<file path="config.mk">
export PLATFORM = sky130hd
export DESIGN_NAME = elc3_mmio
export DESIGN_NICKNAME = d
export VERILOG_FILES = /design/src/rtl/elc3_mmio.sv
export SDC_FILE = /design/constraint.sdc
export NUM_CORES = 1
export LEC_CHECK = 0
export BUFFER_PORTS_ARGS = -buffer_cell sky130_fd_sc_hd__buf_2
export CORE_ASPECT_RATIO = 0.9
export CORE_MARGIN = 1.5
export CORE_UTILIZATION = 54
export CTS_BUF_LIST = sky130_fd_sc_hd__clkbuf_16
export DETAILED_ROUTE_END_ITERATION = 12
export GPL_ROUTABILITY_DRIVEN = 0
export GPL_TIMING_DRIVEN = 0
export MAX_ROUTING_LAYER = met4
export PLACE_DENSITY = 0.82
export SLEW_MARGIN = 10
export SYNTH_ARGS = -nofsm -noshare
export SYNTH_HDL_FRONTEND = slang
export SYNTH_SLANG_ARGS = --single-unit
</file>
<file path="constraint.sdc">
create_clock -name Clk -period 4.02 [get_ports Clk]
set_input_delay 0.201 -clock Clk [delete_from_list [all_inputs] [get_ports Clk]]
set_output_delay 0.201 -clock Clk [all_outputs]
set_load 0.1 [all_outputs]
</file>
<file path="src/rtl/elc3_mmio.sv">
// eLC-3 memory-mapped device responder: keyboard, display and machine-control
// registers with a registered Ready handshake on the CPU memory bus.
module elc3_mmio #(
    parameter int SYNC_STAGES      = 2,
    parameter int DISP_BUSY_CYCLES = 16
) (
    input  logic        Clk,
    input  logic        Reset_N,
    input  logic [15:0] Addr,
    input  logic        MIO_EN,
    input  logic        R_W,
    input  logic [15:0] Data_In,
    output logic [15:0] Data_Out,
    output logic        Hit,
    output logic        Ready,
    input  logic [15:0] SW,
    input  logic        Key_N,
    output logic [15:0] Disp,
    output logic        Irq_Kbd,
    output logic        Halt
);
    localparam logic [15:0] A_KBSR = 16'hFE00;
    localparam logic [15:0] A_KBDR = 16'hFE02;
    localparam logic [15:0] A_DSR  = 16'hFE04;
    localparam logic [15:0] A_DDR  = 16'hFE06;
    localparam logic [15:0] A_MCR  = 16'hFFFE;
    localparam int CW = $clog2(DISP_BUSY_CYCLES + 1);

    typedef enum logic [1:0] {IDLE, ACK, HOLD} state_t;
    state_t state;

    logic [SYNC_STAGES-1:0] sync;
    logic                   key_prev;
    logic                   kb_rdy, kb_ie, dsr_rdy;
    logic [15:0]            kbdr, mcr;
    logic [CW-1:0]          busy_cnt;
    logic                   accept, wr, rd, press;
    logic [15:0]            rdata;

    assign Hit    = (Addr == A_KBSR) || (Addr == A_KBDR) || (Addr == A_DSR) ||
                    (Addr == A_DDR)  || (Addr == A_MCR);
    assign accept = (state == IDLE) && MIO_EN && Hit;
    assign wr     = accept && R_W;
    assign rd     = accept && !R_W;
    assign press  = key_prev && !sync[SYNC_STAGES-1];

    assign Irq_Kbd = kb_rdy && kb_ie;
    assign Halt    = !mcr[15];

    always_comb begin
        rdata = 16'h0000;
        case (Addr)
            A_KBSR:  rdata = {kb_rdy, kb_ie, 14'h0000};
            A_KBDR:  rdata = kbdr;
            A_DSR:   rdata = {dsr_rdy, 15'h0000};
            A_MCR:   rdata = mcr;
            default: rdata = 16'h0000;
        endcase
    end

    // Handshake FSM; Data_Out only changes on an accepted read
    always_ff @(posedge Clk or negedge Reset_N) begin
        if (!Reset_N) begin
            state    <= IDLE;
            Ready    <= 1'b0;
            Data_Out <= 16'h0000;
        end else begin
            case (state)
                IDLE: begin
                    Ready <= accept;
                    if (accept) state <= ACK;
                    if (rd) Data_Out <= rdata;
                end
                ACK: begin
                    Ready <= 1'b0;
                    state <= MIO_EN ? HOLD : IDLE;
                end
                default: begin
                    Ready <= 1'b0;
                    if (!MIO_EN) state <= IDLE;
                end
            endcase
        end
    end

    always_ff @(posedge Clk or negedge Reset_N) begin
        if (!Reset_N) begin
            sync     <= '1;
            key_prev <= 1'b1;
        end else begin
            sync     <= {sync[SYNC_STAGES-2:0], Key_N};
            key_prev <= sync[SYNC_STAGES-1];
        end
    end

    // A KBDR read on the press edge frees the slot, so the new key still lands
    always_ff @(posedge Clk or negedge Reset_N) begin
        if (!Reset_N) begin
            kb_rdy <= 1'b0;
            kb_ie  <= 1'b0;
            kbdr   <= 16'h0000;
        end else begin
            if (press && (!kb_rdy || (rd && Addr == A_KBDR))) begin
                kb_rdy <= 1'b1;
                kbdr   <= SW;
            end else if (rd && Addr == A_KBDR) begin
                kb_rdy <= 1'b0;
            end
            if (wr && Addr == A_KBSR) kb_ie <= Data_In[14];
        end
    end

    always_ff @(posedge Clk or negedge Reset_N) begin
        if (!Reset_N) begin
            dsr_rdy  <= 1'b1;
            busy_cnt <= '0;
            Disp     <= 16'h0000;
            mcr      <= 16'h8000;
        end else begin
            if (wr && Addr == A_DDR && dsr_rdy) begin
                Disp     <= Data_In;
                dsr_rdy  <= 1'b0;
                busy_cnt <= CW'(DISP_BUSY_CYCLES);
            end else if (busy_cnt != '0) begin
                busy_cnt <= busy_cnt - 1'b1;
                if (busy_cnt == CW'(1)) dsr_rdy <= 1'b1;
            end
            if (wr && Addr == A_MCR) mcr <= Data_In;
        end
    end
endmodule

</file>
==> Yosys cells after proc, flatten, opt, wreduce, memory -nomap -nowiden <==
Cells that the tools add are included.
{ "totals": {"reg_bits": 78, "inputBits": 53, "out_inout_bits": 36, "wordCells": 64} }
{ "op_classes": {"n_addsub": 1, "n_eq_ne": 9, "mux": 13, "reduce_logical": 29} }
{ "ops": {"columns": ["cell", "n"], "rows": [
  ["$eq A16 B16 Y1 const B", 5],
  ["$pmux W16 S4", 1],
  ["$logic_and A1 B1 Y1", 12],
  ["$mux W5", 2],
  ["$mux W1", 6],
  ["$mux W2", 3],
  ["$reduce_and A2 Y1", 3],
  ["$reduce_bool A2 Y1", 3],
  ["$eq A5 B1 Y1 const B", 1],
  ["$logic_or A1 B1 Y1", 5],
  ["$reduce_bool A5 Y1", 1],
  ["$sub A5 B1 Y5 const B", 1],
  ["$logic_not A1 Y1", 4],
  ["$pmux W2 S2", 1],
  ["$ne A3 B1 Y1 const B", 1],
  ["$eq A2 B1 Y1 const B", 1],
  ["$logic_not A2 Y1", 1],
  ["$ne A2 B2 Y1 const B", 1]
]} }

==> Depth between registers and ports, before layout <==
Gate-level depths: netlist of run 1.
{ "logic_depth": {"depth_word": 11, "ltp_mapped": 8, "depth_no_buf": 6} }

==> Least setup slack after synthesis of run 1 <==
OpenSTA, ideal clock, no wires.
{ "synth_timing": {"path_kind": "input to register", "start": "in Addr[5]", "end": "reg state[0]", "setup_ns": 0.084, "arrival_time_ns": 1.805, "t_required_ns": 3.936, "slack_ns": 2.131, "path_stages": 6, "n_path_buf": 1, "cell_sequence": "nor4_1 > and2_1 > buf_2 > o21a_1 > nand2_1 > a21boi_0"} }
{ "synth_via": {"elab_chain_len": 8, "elab_cells_between_ends": 12, "classes_between": "eq/ne: 6; reduce/logical: 6"} }
{ "synth_lines": {"columns": ["element", "line_no", "text"], "rows": [
  ["start, declared", "9", "input logic [15:0] Addr,"],
  ["$eq A16 B16 Y1", "40", "assign Hit = (Addr == A_KBSR) || (Addr == A_KBDR) || (Addr == A_DSR) ||"],
  ["$logic_or A1 B1 Y1 (3 in series)", "40", null],
  ["$logic_or A1 B1 Y1 (*)", "41", "(Addr == A_DDR) || (Addr == A_MCR);"],
  ["net Hit", "14", "output logic Hit,"],
  ["$logic_and A1 B1 Y1 (*)", "42", "assign accept = (state == IDLE) && MIO_EN && Hit;"],
  ["$ne A2 B2 Y1 (no line) (*)", null, null],
  ["$reduce_and A2 Y1 (no line) (*)", null, null],
  ["end signal, assigned", "76", "state <= MIO_EN ? HOLD : IDLE;"],
  ["end, declared", "30", "state_t state;"]
]} }
Mark *: on every way through the listed nets, which the timed path passes. The rest lies on a longest branch.
A chain may end at the register's enable or synchronous reset.

==> Final worst setup path of run 1 <==
{ "layout_timing": {"start": "reg state[1]", "end": "reg Disp[6]"} }
{ "layout_via": {"elab_chain_len": 6} }
{ "layout_lines": {"columns": ["element", "line_no", "text"], "rows": [
  ["$logic_not A2 Y1", "42", null],
  ["$logic_and A1 B1 Y1 (2 in series)", "42", null],
  ["$logic_and A1 B1 Y1", "43", "assign wr = accept && R_W;"],
  ["$logic_and A1 B1 Y1 (2 in series)", "120", "if (wr && Addr == A_DDR && dsr_rdy) begin"],
  ["end signal, assigned", "121", "Disp <= Data_In;"],
  ["end, declared", "18", "output logic [15:0] Disp,"]
]} }
No other way between the ends.

==> results of run 1 <==
-- cell usage after synthesis, types with 2 or more instances --
cell / n
a221o_1: 2
nand2_1: 18
nand3_1: 2
ha_1: 3
buf_4: 2
nand4_1: 3
and2_1: 4
nor3_1: 3
clkbuf_1: 2
buf_2: 5
nor4b_1: 2
mux2_2: 39
mux2i_1: 2
a22oi_1: 14
dfstp_2: 5
a21oi_1: 2
nor4_1: 3
nor2_1: 14
nor2b_1: 2
mux2_1: 2
inv_1: 6
mux2_4: 10
dfrtp_1: 73
xnor2_1: 2
o21ai_0: 9
o21ai_1: 9
-- power groups by stage --
| stage | sequential [mW] | clock [mW] | combinational (mW) |
|---|---|---|---|
| after floorplan | 0.849 | 0 | 0.100 |
| after global placement | 0.853 | 0 | 0.155 |
| after detailed placement | 0.854 | 0 | 0.168 |
| after CTS | 0.844 | 0.990 | 0.179 |
| after global routing | 0.848 | 1.02 | 0.200 |
| final | 0.845 | 0.990 | 0.181 |
-- cell type report --
cell class	count	area (um2)	area share, %
buffer	10	58.8	1.38
clock buffer	9	225	5.28
clock inverter	7	138	3.22
inverter	6	22.5	0.528
multi-input combinational	157	1290	30.2
sequential	78	1960	45.9
tap	70	87.6	2.05
timing repair buffer	91	490	11.5
-- routing by layer --
metal | GRT usage (%) | part of all wire, % | vias up
met1 | 32.6 | 42 | 1219
met4 | 8.55 | 1.3 | 0
li1 | - | - | 1105
met5 | - | 0 | -
met2 | 42.4 | 51 | 98
met3 | 6.17 | 5.3 | 9
-- how the worst min path moves through the flow --
stage	from	end	slack, ns
after floorplan	Reset_N	Data_Out[0]	-0.09
after global placement	Key_N	sync[0]	0.31
after detailed placement	Reset_N	Disp[11]	0.08
final	SW[2]	kbdr[2]	0.1
after global routing	SW[2]	kbdr[2]	0.09
after CTS	SW[2]	kbdr[2]	0.09
-- state kept, by name, indices dropped and copies added, names as in the netlist --
| name | cells |
|---|---|
| Data_Out | 16 |
| Disp | 16 |
| Ready | 1 |
| busy_cnt | 5 |
| dsr_rdy | 1 |
| kb_ie | 1 |
| kb_rdy | 1 |
| kbdr | 16 |
| key_prev | 1 |
| mcr | 16 |
| state | 2 |
| sync | 2 |
-- per-stage QoR --
| step | hold WS (ns) | util (%) | cells | power (mW) | cell area (um2) |
|---|---|---|---|---|---|
| after floorplan | -0.0946 | - | 251 | 0.949 | 3330 |
| after global placement | 0.308 | 66.2 | 409 | 1.01 | 3850 |
| after detailed placement | 0.0849 | 66.7 | 410 | 1.02 | 3880 |
| after CTS | 0.0919 | 73.3 | 428 | 2.01 | 4270 |
| after global routing | 0.0945 | 73.3 | 428 | 2.07 | 4270 |
| final | 0.0980 | 73.3 | 428 | 2.02 | 4270 |
-- cells by family (layout without fill, tap and decap cells) --
group | after synthesis | after routing
compound gates | 40 | 40
xor+xnor | 2 | 2
fa+ha+maj | 3 | 3
buf+inv | 16 | 123
flops | 78 | 78
mux | 53 | 53
simple gates | 59 | 59
-- repair_timing --
| item | in CTS | in global routing |
|---|---|---|
| resized for setup | 0 | 0 |
| hold buffers | 2 | 0 |
| buffers inserted | 0 | 0 |
| hold endpoints to repair | 17 | 0 |
==> results.yml, run 1 <==
yosys:
  ys.flop_type: "dfrtp_1"
  syn_inst: 251
  synth_edf_count: 0
  synth-xor-area-share_pct: 0.527
  yosysTopAreaCellShare_pct: 54.9
  avgSynthCellArea_um2: 13.3
  syn_area_um2: 3330
  syn_nets: 307
  synth-seq-cells: 78
  synthSimpleGateAreaFrac_pct: 10.4
  synthTopCellsByArea: "dfrtp_1 55%, mux2_2 13%, mux2_4 4.5%"
  yosysWarnings: 0
  ys_types: 39
  synth_compound_area_share_pct: 7.67
  synth.largest_area_cell: "dfrtp_1"
  synth_fa_ha_area_share_pct: 1.13
  synth_top_family_by_area: "multiplexers"
  synth_mux_area_share_pct: 19.0
  yosysSeqAreaShare_pct: 58.9
  synthArstFlopShare_pct: 100
grt:
  grt_pass1_wl_um: 12600
  grt_use_total_pct: 26.2
  grt_antenna_before_repair: 0
  grt_pass1_vias: 2534
  grt_overflow: 0
  grt_max_degree: 63
final_layout:
  nFillCells: 370
  area_growth_pct: 28.3
  layout_common_cells: "92 x buf_2, 73 x dfrtp_1, 39 x mux2_2"
  nets: 409
  drive_above_1_share_pct: 48.3
  layout_commonest_cell: "buf_2"
  antenna_cells: 0
placement:
  pre_cts_slack_ns: 1.90
  portBuffers: 88
  detailed_place_hpwl_um: 4890
detailed_routing:
  drt-initial-drc-count: 127
  first_pass_iters: 5
  drcViolationCount: 0
  ant_nets: 0
  routed_wl_um: 7910
  via_count: 2431
  vias_per_cell: 5.68
  wl_per_cell_um: 18.5
floorplan:
  die-area_um2: 6640
  fp.dieW_um: 85.7
  core-area_um2: 5820
  io_pins: 89
  die-height_um: 77.5
  num_rows: 26
  initial_core_util_pct: 57.1
clocking:
  clock_path_buffers: 2
  clk_pin_slew_ns: 0.06
  clock_latency_ns: 0.33
  htreeDepth: 3
  cts_root_buf: "clkbuf_16"
  cts.sinks: 78
  cts_tree: "done"
  cts_buffers: 9
power:
  power.leakage_nw: 2.26
  p_sw_mw: 0.455
  p_seq_share_pct: 41.9
  pwr-share-clk_pct: 49.1
  cell_internal_pwr_mw: 1.56
  netSwitchingFraction_pct: 22.6
  powerDensity_nw_per_um2: 472
  pwr-share-comb_pct: 9.0
  vdd_drop_max_v: 0.000306
critical_path:
  cp_slowest_cell: "or3b_4"
  crit_fanout: 10
  reg2reg_to: "Disp[6]"
  reg2reg_from: "state[1]"
  cp_data_arrival_time_ns: 2.34
  r2r.worst_path.cells: 6
  worstSetupPathDepth: 6
  ff2ff_setup_slack_ns: 1.89
  crit_end: "Disp[6]"
  worstPathCellList: "or3b_4, nor3_1, nand3_1, nor2_1, buf_4, mux2_2"
  startpoint: "state[1]"
  cp.required_ns: 4.24
  startpoint_type: "register"
  crit_family: "simple AND/OR/NAND/NOR gates"
  cp_slowest_stage_delay_ns: 0.44
  path_class: "reg2reg"
  critPathBufInv: 1
  critPathCaptureType: "register"
flow_run:
  maxCapViolations: 0
outcome:
  outcome: "finished clean"
timing:
  skew_ns: 0.00566
  hold_viol: 0
  post-route-min-period_ns: 2.13
  tns_ns: 0
  drv_slew: 0
  relSlewSlack_pct: 39.1
  max_freq_mhz: 470
  rsz0062_at_grt: "false"
  setup_viol: 0
  setup_slack_ns: 1.89
  fin_crit_sh_pct: 52.9
  worst_pin_slew_ns: 0.905
min_path:
  min_path_cells: 2
  hold_class: "in2reg"
Power figures use the tool's default switching activity.
==> run 2, diff against run 1 <==
CORE_UTILIZATION = 52   (was 54)
PLACE_DENSITY = 0.79   (was 0.82)
clock period = 2 ns   (was 4.02 ns; I/O delays follow)
==> run 2 against run 1 <==
Power increased by 78%. Cell area increased by 1.3%. Clock power increased by 56%. Sequential power increased by 100%. Global-route usage decreased by 1.4 points. Count of clock-buffer cells in the layout unchanged. Combinational power increased by 93%. Largest cell class unchanged. Highest routed layer unchanged.
==> results.yml, run 2 (synthesized netlist as in run 1, its figures left out) <==
critical_path:
  path_class: "reg2reg"
  cp_data_arrival_time_ns: 2.14
  critPathCaptureType: "register"
  crit_fanout: 10
  startpoint_type: "register"
  cp.required_ns: 2.21
placement:
  dpl-instance-area_um2: 3910
  portBuffers: 88
  dp_cells: 427
  pre_cts_slack_ns: -0.117
  detailed_place_hpwl_um: 5350
power:
  p_sw_mw: 0.842
  cell_internal_pwr_mw: 2.75
  vdd_drop_max_v: 0.000570
  power.leakage_nw: 2.28
  p_seq_share_pct: 47.2
  pwr-share-comb_pct: 9.8
  netSwitchingFraction_pct: 23.5
  powerDensity_nw_per_um2: 829
  pwr-share-clk_pct: 43.0
timing:
  max_freq_mhz: 518
  tns_ns: 0
  setup_viol: 0
  fin_crit_sh_pct: 96.6
  rsz0062_at_grt: "true"
  worst_pin_slew_ns: 0.786
  skew_ns: 0.00548
  post-route-min-period_ns: 1.93
  hold_viol: 0
  setup_slack_ns: 0.0685
  relSlewSlack_pct: 47.1
  drv_slew: 0
grt:
  grt_use_total_pct: 24.8
  grt_pass1_vias: 2588
  grt_antenna_before_repair: 0
  grt_pass1_wl_um: 12200
  grt_max_degree: 47
  grt_overflow: 0
detailed_routing:
  vias_per_cell: 5.50
  wl_per_cell_um: 17.1
  first_pass_iters: 4
  drcViolationCount: 0
  routed_wl_um: 7710
  drt-initial-drc-count: 130
  via_count: 2479
  ant_nets: 0
clocking:
  clock_latency_ns: 0.33
  cts_buffers: 9
  clock_path_buffers: 2
  cts_root_buf: "clkbuf_16"
  clk_pin_slew_ns: 0.06
  htreeDepth: 3
  cts.sinks: 78
  cts_tree: "done"
floorplan:
  die-area_um2: 6890
  core-area_um2: 6150
  io_pins: 89
  num_rows: 27
  initial_core_util_pct: 54.1
  fp.dieW_um: 87.3
  die-height_um: 78.9
final_layout:
  nFillCells: 445
  area_growth_pct: 30.0
  drive_above_1_share_pct: 50.3
  stdcell_count: 451
  nets: 416
  layout_common_cells: "92 x buf_2, 73 x dfrtp_1, 39 x mux2_2"
  fin_area_um2: 4330
  antenna_cells: 0
  layout_commonest_cell: "buf_2"
flow_run:
  maxCapViolations: 0
outcome:
  outcome: "finished clean"
min_path:
  hold_class: "in2reg"
## run 2: changes by cell type in the layout (fill, tap and decap cells not counted), sizes merged
cell / before / now
dlygate4sd3: 2 / 4
inv: 7 / 8
buf: 97 / 102
bufinv: 4 / 1
clkinv: 2 / 3
## run 2: layer usage
metal / routed length, um / GRT usage (%) / share of wire (%) / up-vias
met2: 3990 / 39.8 / 52 / 91
met3: 478 / 7.17 / 6.2 / 21
met1: 3060 / 28.6 / 40 / 1239
met5: 0 / - / 0 / -
met4: 180 / 11.7 / 2.3 / 0
li1: - / - / - / 1128
## run 2: repair_timing
item / CTS / global route
gates resized for setup: 7 / 10
pin swaps: 1 / 3
endpoints found under the hold margin: 31 / 0
setup buffers: 1 / 4
endpoints found under the setup margin: 21 / 39
hold buffers: 4 / 0
## run 2: metrics by stage
stage	total power, mW	util [%]	hold WS (ns)
finish	3.59	70.4	0.00235
global route	3.72	70.4	0.00138
CTS	3.60	69.3	0.000119
detailed placement	2.06	63.5	0.0674
global placement	2.03	63.0	0.213
floorplan	1.91	-	-0.196
## run 2: final cells by class
class                           instances  area (um2)  share of cell area (%)
Inverter                                6        22.5                   0.521
Clock buffer                            9         225                    5.21
Tap cell                               87         109                    2.52
Sequential cell                        78        1960                    45.3
Buffer                                 10        85.1                    1.97
Clock inverter                          6        56.3                    1.30
Multi-Input combinational cell        157        1320                    30.5
Timing Repair Buffer                   98         548                    12.7
## run 2: path summary, 6_finish.rpt
path	start	end	slack [ns]	depth (start not counted)
max	state[1]	Disp[7]	0.07	6
min	SW[7]	kbdr[7]	0.002	2
max reg2reg	state[1]	Disp[7]	0.07	6
min reg2reg	sync[0]	sync[1]	0.37	0
max in group asynchronous	Reset_N	sync[0]	1.11	3
min in group asynchronous	Reset_N	Disp[7]	0.26	2
## run 2: power groups by stage
stage / Combinational, mW / Clock [mW] / Sequential [mW]
final: 0.350 / 1.54 / 1.70
after global routing: 0.399 / 1.62 / 1.70
after CTS: 0.349 / 1.56 / 1.69
after detailed placement: 0.339 / 0 / 1.72
after global placement: 0.315 / 0 / 1.71
after floorplan: 0.202 / 0 / 1.71
## run 2: critical path, stage by stage (launching register included)
cell     delay [ns]
dfrtp_1        0.39
or3b_4         0.44
nor3_4         0.14
nand3_2        0.13
nor2_4         0.18
buf_8          0.17
mux2_2         0.35
